File: src/rtl/cube_scan_pkg.sv
// Shared types and constants for the cube layer scanner: FSM state encoding,
// default timing parameters and the timer width helper.
package cube_scan_pkg;

    typedef enum logic [2:0] {
        ST_IDLE,
        ST_LOAD,
        ST_LATCH,
        ST_SHOW,
        ST_BLANK
    } scan_state_e;

    localparam int DEF_NUM_LAYERS   = 16;
    localparam int DEF_ADDR_W       = 4;
    localparam int DEF_DWELL_CYCLES = 1000;
    localparam int DEF_BLANK_CYCLES = 8;
    localparam int DEF_LOAD_TIMEOUT = 4096;

    // One shared down-counter serves dwell, blank and load timeout, so it
    // must hold the largest reload value of the three.
    function automatic int timer_width(input int dwell, input int blank, input int timeout);
        int max_val;
        max_val = dwell;
        if (blank > max_val)
            max_val = blank;
        if (timeout > max_val)
            max_val = timeout;
        return $clog2(max_val + 1);
    endfunction

endpackage

File: src/rtl/cube_layer_scanner_timer.sv
// Loadable down-counter; done is high while the count sits at zero, so a
// reload of N-1 yields done on the Nth cycle after the load.
module scan_timer #(
    parameter int WIDTH = 4
) (
    input  logic             clk,
    input  logic             reset,
    input  logic             load,
    input  logic [WIDTH-1:0] value,
    output logic             done
);

    logic [WIDTH-1:0] count;

    // NOTE: sequential state uses non-blocking (<=) so every register samples
    // pre-edge values, independent of statement order.
    always_ff @(posedge clk) begin
        if (reset)
            count <= '0;
        else if (load)
            count <= value;
        else if (count != '0)
            count <= count - WIDTH'(1);
    end

    assign done = (count == '0);

endmodule

File: src/rtl/cube_layer_scanner.sv
// Layer multiplex sequencer: per layer requests a column load, latches it,
// drives the row for a fixed dwell, then holds a dark guard interval.
module cube_layer_scanner
    import cube_scan_pkg::*;
#(
    parameter int NUM_LAYERS   = DEF_NUM_LAYERS,
    parameter int ADDR_W       = DEF_ADDR_W,
    parameter int DWELL_CYCLES = DEF_DWELL_CYCLES,
    parameter int BLANK_CYCLES = DEF_BLANK_CYCLES,
    parameter int LOAD_TIMEOUT = DEF_LOAD_TIMEOUT
) (
    input  logic              clk,
    input  logic              reset,
    input  logic              enable,
    input  logic              load_done,
    output logic              load_req,
    output logic [ADDR_W-1:0] load_layer,
    output logic              latch,
    output logic [ADDR_W-1:0] row_addr,
    output logic              row_en,
    output logic              frame_start,
    output logic              load_error
);

    localparam int TW = timer_width(DWELL_CYCLES, BLANK_CYCLES, LOAD_TIMEOUT);

    localparam logic [TW-1:0] DWELL_RELOAD   = TW'(DWELL_CYCLES - 1);
    localparam logic [TW-1:0] BLANK_RELOAD   = TW'(BLANK_CYCLES - 1);
    localparam logic [TW-1:0] TIMEOUT_RELOAD = TW'(LOAD_TIMEOUT - 1);
    localparam logic [ADDR_W-1:0] LAST_LAYER = ADDR_W'(NUM_LAYERS - 1);

    scan_state_e       state;
    logic [ADDR_W-1:0] layer;
    logic [ADDR_W-1:0] next_layer;
    logic              timer_load;
    logic [TW-1:0]     timer_value;
    logic              timer_done;

    assign next_layer = (layer == LAST_LAYER) ? '0 : layer + ADDR_W'(1);

    // Timer reloads on every state entry, mirroring the transitions below.
    // NOTE: every always_comb output gets a default first so no path leaves
    // it unassigned and infers a latch.
    always_comb begin
        timer_load  = 1'b0;
        timer_value = '0;
        case (state)
            ST_IDLE: begin
                if (enable && !load_error) begin
                    timer_load  = 1'b1;
                    timer_value = TIMEOUT_RELOAD;
                end
            end
            ST_LOAD: begin
                if (load_done || timer_done)
                    timer_load = 1'b1;
            end
            ST_LATCH: begin
                timer_load  = 1'b1;
                timer_value = DWELL_RELOAD;
            end
            ST_SHOW: begin
                if (timer_done) begin
                    timer_load  = 1'b1;
                    timer_value = BLANK_RELOAD;
                end
            end
            ST_BLANK: begin
                if (timer_done) begin
                    timer_load = 1'b1;
                    if (enable)
                        timer_value = TIMEOUT_RELOAD;
                end
            end
            default: ;
        endcase
    end

    scan_timer #(
        .WIDTH(TW)
    ) u_timer (
        .clk  (clk),
        .reset(reset),
        .load (timer_load),
        .value(timer_value),
        .done (timer_done)
    );

    always_ff @(posedge clk) begin
        if (reset) begin
            state       <= ST_IDLE;
            layer       <= '0;
            load_req    <= 1'b0;
            load_layer  <= '0;
            latch       <= 1'b0;
            row_addr    <= '0;
            row_en      <= 1'b0;
            frame_start <= 1'b0;
            load_error  <= 1'b0;
        end else begin
            frame_start <= 1'b0;
            latch       <= 1'b0;
            case (state)
                ST_IDLE: begin
                    row_en <= 1'b0;
                    if (enable && !load_error) begin
                        state       <= ST_LOAD;
                        layer       <= '0;
                        load_req    <= 1'b1;
                        load_layer  <= '0;
                        frame_start <= 1'b1;
                    end
                end
                ST_LOAD: begin
                    // A completed load wins over a timeout in the same cycle.
                    if (load_done) begin
                        state    <= ST_LATCH;
                        load_req <= 1'b0;
                        latch    <= 1'b1;
                        row_addr <= layer;
                    end else if (timer_done) begin
                        state      <= ST_IDLE;
                        load_req   <= 1'b0;
                        load_error <= 1'b1;
                    end
                end
                ST_LATCH: begin
                    state  <= ST_SHOW;
                    row_en <= 1'b1;
                end
                ST_SHOW: begin
                    if (timer_done) begin
                        state  <= ST_BLANK;
                        row_en <= 1'b0;
                    end
                end
                ST_BLANK: begin
                    if (timer_done) begin
                        if (enable) begin
                            state       <= ST_LOAD;
                            layer       <= next_layer;
                            load_req    <= 1'b1;
                            load_layer  <= next_layer;
                            frame_start <= (next_layer == '0);
                        end else begin
                            state <= ST_IDLE;
                        end
                    end
                end
                default: state <= ST_IDLE;
            endcase
        end
    end

endmodule

File: config.mk
export PLATFORM = sky130hd
export DESIGN_NAME = cube_layer_scanner
export DESIGN_NICKNAME = d
export VERILOG_FILES = /design/src/rtl/cube_scan_pkg.sv /design/src/rtl/cube_layer_scanner_timer.sv /design/src/rtl/cube_layer_scanner.sv
export SDC_FILE = /design/constraint.sdc
export NUM_CORES = 1
export LEC_CHECK = 0
export CAP_MARGIN = 20
export CORE_MARGIN = 2
export CORE_UTILIZATION = 51
export DETAILED_ROUTE_END_ITERATION = 10
export PLACE_DENSITY = 0.78
export SLEW_MARGIN = 30
export SYNTH_ARGS = -nofsm -noshare
export SYNTH_HDL_FRONTEND = slang
export SYNTH_SLANG_ARGS = --single-unit
File: constraint.sdc
create_clock -name clk -period 2.7 [get_ports clk]
set_clock_uncertainty 0.1 [all_clocks]
set_input_delay 0.81 -clock clk [delete_from_list [all_inputs] [get_ports clk]]
set_output_delay 0.81 -clock clk [all_outputs]
set_load 0.005 [all_outputs]
* Word-level counts from Yosys, hierarchy flattened
Cells that the tools add are included.
Word-level totals: word-level logic and storage cells 76, register bits after elaboration 29, bits of input ports 4
Operators by class: bitwise logic cells 2, eq/ne operators 10, $add $sub $neg 2, multiplexer cells 34, reductions and logical operators 19
Operators with widths (number):
- $pmux 12 s4 | 1
- $mux 12 | 3
- $mux 13 | 2
- $mux 3 | 6
- $mux 4 | 4
- $pmux 3 s5 | 1
- $logic_not 13->1 | 1
- $reduce_bool 13->1 | 1
- $sub 13x1->13 const B | 1
- $mux 1 | 12
- $ne 2x2->1 const B | 4
- $pmux 4 s2 | 1
- $reduce_and 4->1 | 2
- $eq 3x2->1 const B | 2
- $pmux 1 s3 | 2
- $reduce_bool 3->1 | 2
- $reduce_and 5->1 | 1
- $add 4x1->4 const B | 1
- $eq 4x4->1 const B | 1
- $logic_not 4->1 | 1
- $pmux 1 s4 | 1
- $reduce_and 2->1 | 2
- $reduce_bool 2->1 | 2
- $reduce_or 2->1 | 2
- 10 further kinds | 11

* Depth between registers and ports, before layout
depth in word-level cells 6, gate-level depth with buffers 8, mapped depth without buffers 7

* By module
Synthesis repeated with hierarchy kept, for this count alone.
Second synthesis, totals: cell total of the unflattened synthesis 197, area, all modules 1667.8 um2
Modules (own cells, without submodules):
- cube_layer_scanner | cells an instance 107, instances 1, area an instance 904.6 um2, seq. area each 320.3 um2
- scan_timer | cells an instance 90, instances 1, area an instance 763.2 um2, seq. area each 260.2 um2

* Worst setup path after synthesis
Ideal clock, no wire load.
path kind input to register, start point in enable, end point reg u_timer.count[5], arrival time 1839 ps, stages 6, path slack 619 ps, data required time 2458 ps, path through nor2b_1 -> o21ai_0 -> a21oi_1 -> clkbuf_8 -> o31ai_1 -> a21oi_1
On the way: longest elaborated chain between the ends 4, elaborated cells on any way between the ends 9, those cells by class mux: 7; reduce/logical: 2
Ends and longest elaborated chain:
- start: declaration | RTL line cube_layer_scanner.sv:14 | input logic enable,
- $mux 12 / $logic_and 1x1->1 (equally long branches) | RTL line cube_layer_scanner.sv:71, cube_layer_scanner.sv:49
- $mux 12 (tied with other cells) | RTL line cube_layer_scanner.sv:69 | if (timer_done) begin
- $pmux 12 s4 / $pmux 1 s4 (equally long branches) | RTL line cube_layer_scanner.sv:47 | case (state)
- $mux 13 / $reduce_bool 2->1 (equally long branches)
- end signal: assignment | RTL line cube_layer_scanner_timer.sv:21 | count <= value;
- end signal: assignment | RTL line cube_layer_scanner_timer.sv:23 | count <= count - WIDTH'(1);
- end: declaration | RTL line cube_layer_scanner_timer.sv:13 | logic [WIDTH-1:0] count;
Parallel ways exist; a longest one is shown, timed or not. A chain may end at the register's enable or synchronous reset.

* Worst setup path in the final report
start point in enable, end point reg u_timer.count[8]
Same word-level chain as after synthesis.

==> insert_results.sql <==
INSERT INTO impl_metrics (metric_group, metric, value, unit) VALUES
('status', 'status', 'finished clean', ''),
('timing', 'fmax', '415', 'MHz'),
('finish', 'area_growth_synth_to_finish', '17.1', '%'),
('power_and_ir_drop', 'clkPwrFrac', '0.243', ''),
('clocking', 'cts-buffers-inserted', '5', ''),
('timing', 'finalHoldViolations', '0', ''),
('die', 'io_pins', '17', ''),
('detailed_routing', 'number_of_detailed_routing_iterations_run_before_antenna_repair', '5', ''),
('die', 'initial_utilization', '0.528', ''),
('finish', 'final_common_cell', 'sky130_fd_sc_hd__dfxtp_1', ''),
('worst_setup_path', 'cp_cell_sequence', 'clkdlybuf4s50_1 -> nor2b_1 -> o21ai_0 -> a21oi_2 -> o31ai_1 -> a21oi_1', ''),
('synth', 'post_synth_instance_area', '0.00160', 'mm²'),
('synth', 'synth_cell_types', '49', ''),
('clocking', 'cts-root-to-sink-buffers', '2', ''),
('global_route', 'grtUsageTotal', '0.229', ''),
('synth', 'yosysWarnings', '0', ''),
('timing', 'post-route-period-util', '0.892', ''),
('finish', 'utilization', '0.618', ''),
('timing', 'grt_setup_unrepaired', 'false', ''),
('finish', 'area.sequential', '581', 'µm²'),
('clocking', 'clock_tree.htree_level_count', '2', ''),
('finish', 'nNetsFinal', '208', ''),
('die', 'die-width', '60.0', 'µm'),
('power_and_ir_drop', 'irDropWorstVdd', '0.325', 'mV'),
('synth', 'synthesis.area_per_instance', '8.88', 'µm²'),
('global_route', 'initial_antenna_violation_count', '0', ''),
('finish', 'final_cells', '246', ''),
('clocking', 'clk_pin_slew', '0.09', 'ns'),
('power_and_ir_drop', 'seqPwrFrac', '0.438', ''),
('finish', 'layout_cells_sized_above_1', '0.149', ''),
('timing', 'setup-violations-final', '0', ''),
('clocking', 'cts_num_sinks', '29', ''),
('global_route', 'grt_max_degree', '16', ''),
('worst_setup_path', 'critPathMaxStageDelay', '0.55', 'ns'),
('synth', 'mappedNetlistNets', '187', ''),
('die', 'dieArea', '0.00360', 'mm²'),
('synth', 'post_synth_inst_count', '180', ''),
('worst_setup_path', 'critical-path-slowest-cell', 'sky130_fd_sc_hd__o31ai_1', ''),
('worst_setup_path', 'worst_ep_arrival_time', '2.50', 'ns'),
('synth', 'synth_area_leaders', 'sky130_fd_sc_hd__dfxtp_1 36%, sky130_fd_sc_hd__a21oi_1 5.0%, sky130_fd_sc_hd__nor2_1 3.5%', ''),
('worst_setup_path', 'critical_path.startpoint_type', 'input pin', ''),
('hold_path', 'hold_class', 'reg -> reg', ''),
('timing', 'max_slew.worst_pin.slew', '0.564', 'ns'),
('finish', 'multi_input_comb_area', '931', 'µm²'),
('power_and_ir_drop', 'power.combinational.fraction', '0.320', ''),
('timing', 'maxSlewHeadroom', '0.621', ''),
('synth', 'synthDominantAreaCellType', 'sky130_fd_sc_hd__dfxtp_1', ''),
('timing', 'fin_worst_hold_slack', '0.392', 'ns'),
('die', 'core.rowCount', '20', ''),
('detailed_routing', 'detailed_route_wire_length', '3630', 'µm'),
('clocking', 'clock_insertion_delay_worst_skew', '0.34', 'ns'),
('global_route', 'first_global_vias', '1394', ''),
('power_and_ir_drop', 'swShare', '0.353', ''),
('die', 'core_area', '0.00303', 'mm²'),
('clocking', 'cts_tree', 'yes', ''),
('detailed_routing', 'detailroute.via_count', '1406', ''),
('detailed_routing', 'drt-wirelength-per-cell', '14.8', 'µm'),
('worst_setup_path', 'r2r_slack', '0.34', 'ns'),
('synth', 'synth.yosys.seq_area_share', '0.363', ''),
('placement', 'placed_cells_incl_taps', '238', ''),
('finish', 'num-fill-cells', '267', ''),
('die', 'die_height', '60.0', 'µm'),
('detailed_routing', 'drc_errors', '0', ''),
('placement', 'gp_congestion', '0.912', ''),
('detailed_routing', 'detail_route.vias_per_cell', '5.72', ''),
('detailed_routing', 'starting_drt_drc_count', '48', ''),
('run', 'cap_violations', '0', ''),
('worst_setup_path', 'setup.worst_path.end_class', 'flop', ''),
('power_and_ir_drop', 'power_dens_cells', '670', 'mW/mm²'),
('clocking', 'post-cts-setup-buffers', '0', ''),
('clocking', 'cts_root_buffer', 'sky130_fd_sc_hd__clkbuf_4', '');
## worst paths after layout
kind / from / to / cells past startpoint
setup / recovery: enable / u_timer.count[8]$_SDFFE_PP0P_ / 6
hold / removal: load_req$_SDFFE_PP0P_ / load_req$_SDFFE_PP0P_ / 2
setup reg to reg: u_timer.count[0]$_SDFFE_PP0P_ / u_timer.count[8]$_SDFFE_PP0P_ / 6
hold reg to reg: load_req$_SDFFE_PP0P_ / load_req$_SDFFE_PP0P_ / 2
## repair_timing
action	in CTS	in global routing
endpoints found under the setup margin	0	3
gates resized for setup	0	1
hold buffers	0	0
## power groups by stage
stage	logic (mW)	clock network (mW)	registers, mW
2_1_floorplan	0.323	0	0.539
3_3_place_gp	0.376	0	0.553
3_5_place_dp	0.393	0	0.558
4_1_cts	0.397	0.311	0.548
5_1_grt	0.440	0.333	0.557
6_report	0.401	0.304	0.549
## synthesized netlist by cell type, types with 2 or more instances
library cell / n
sky130_fd_sc_hd__nor2_1: 15
sky130_fd_sc_hd__nor4_1: 2
sky130_fd_sc_hd__inv_1: 6
sky130_fd_sc_hd__o21a_1: 6
sky130_fd_sc_hd__o31ai_1: 3
sky130_fd_sc_hd__nor2b_1: 3
sky130_fd_sc_hd__a311oi_1: 2
sky130_fd_sc_hd__a211oi_1: 5
sky130_fd_sc_hd__mux2i_1: 5
sky130_fd_sc_hd__nand3_1: 5
sky130_fd_sc_hd__or2_2: 2
sky130_fd_sc_hd__nor3b_1: 2
sky130_fd_sc_hd__ha_1: 3
sky130_fd_sc_hd__xnor2_1: 6
sky130_fd_sc_hd__or4_1: 2
sky130_fd_sc_hd__dfxtp_1: 29
sky130_fd_sc_hd__a21oi_1: 16
sky130_fd_sc_hd__clkbuf_1: 4
sky130_fd_sc_hd__nand2_1: 12
sky130_fd_sc_hd__nor3_1: 10
sky130_fd_sc_hd__clkbuf_8: 3
sky130_fd_sc_hd__o21ai_0: 7
sky130_fd_sc_hd__and2_1: 2
sky130_fd_sc_hd__xor2_1: 5
## per-layer routing
| layer | GRT usage | vias to the layer above | share of wire |
|---|---|---|---|
| li1 | - | 696 | - |
| met1 | 0.277 | 663 | 0.43 |
| met2 | 0.368 | 41 | 0.51 |
| met3 | 0.0693 | 6 | 0.046 |
| met4 | 0.111 | 0 | 0.014 |
| met5 | 0 | - | 0 |
## flip-flops by register name, summed over array words and instances (netlist names)
| name | count |
|---|---|
| row_en | 1 |
| u_timer.count | 13 |
| load_error | 1 |
| row_addr | 4 |
| layer | 4 |
| load_req | 1 |
| state | 3 |
| latch | 1 |
| frame_start | 1 |
## worst max-delay path, delay by kind of cell
kind | cells | cell delay, ns
buffers and inverters | 1 | 0.42
AOI/OAI and AO/OA | 4 | 1.11
and+or+nand+nor | 1 | 0.15
## final cells by class
class / count / area share
clock buffer: 7 / 0.0348
clock inverter: 1 / 0.00267
inverter: 6 / 0.0120
multi-input combinational: 136 / 0.497
sequential: 29 / 0.310
tap: 44 / 0.0294
timing repair buffer: 23 / 0.114
## kinds of logic (layout without fill, tap and decap cells)
| kind of cell | count (synthesis) | in the layout | synth area share |
|---|---|---|---|
| AOI/OAI and AO/OA | 50 | 50 | 0.209 |
| xor gates and xnor gates | 11 | 11 | 0.0603 |
| adders and majority gates | 3 | 3 | 0.0235 |
| buffers and inverters | 15 | 37 | 0.0564 |
| DFF | 29 | 29 | 0.363 |
| muxes | 5 | 5 | 0.0313 |
| and+or+nand+nor | 67 | 67 | 0.256 |
## through the flow
stage | setup WS (ns) | power, mW | TNS (ns) | area [µm²]
after floorplan | 0.619 | 0.862 | 0 | 1600
after global placement | -0.0262 | 0.929 | -0.164 | 1800
after detailed placement | -0.171 | 0.951 | -1.47 | 1800
after CTS | 0.160 | 1.26 | 0 | 1870
after global routing | 0.105 | 1.33 | 0 | 1870
final | 0.292 | 1.25 | 0 | 1870
Note: power is estimated with default switching activity, not from simulation.
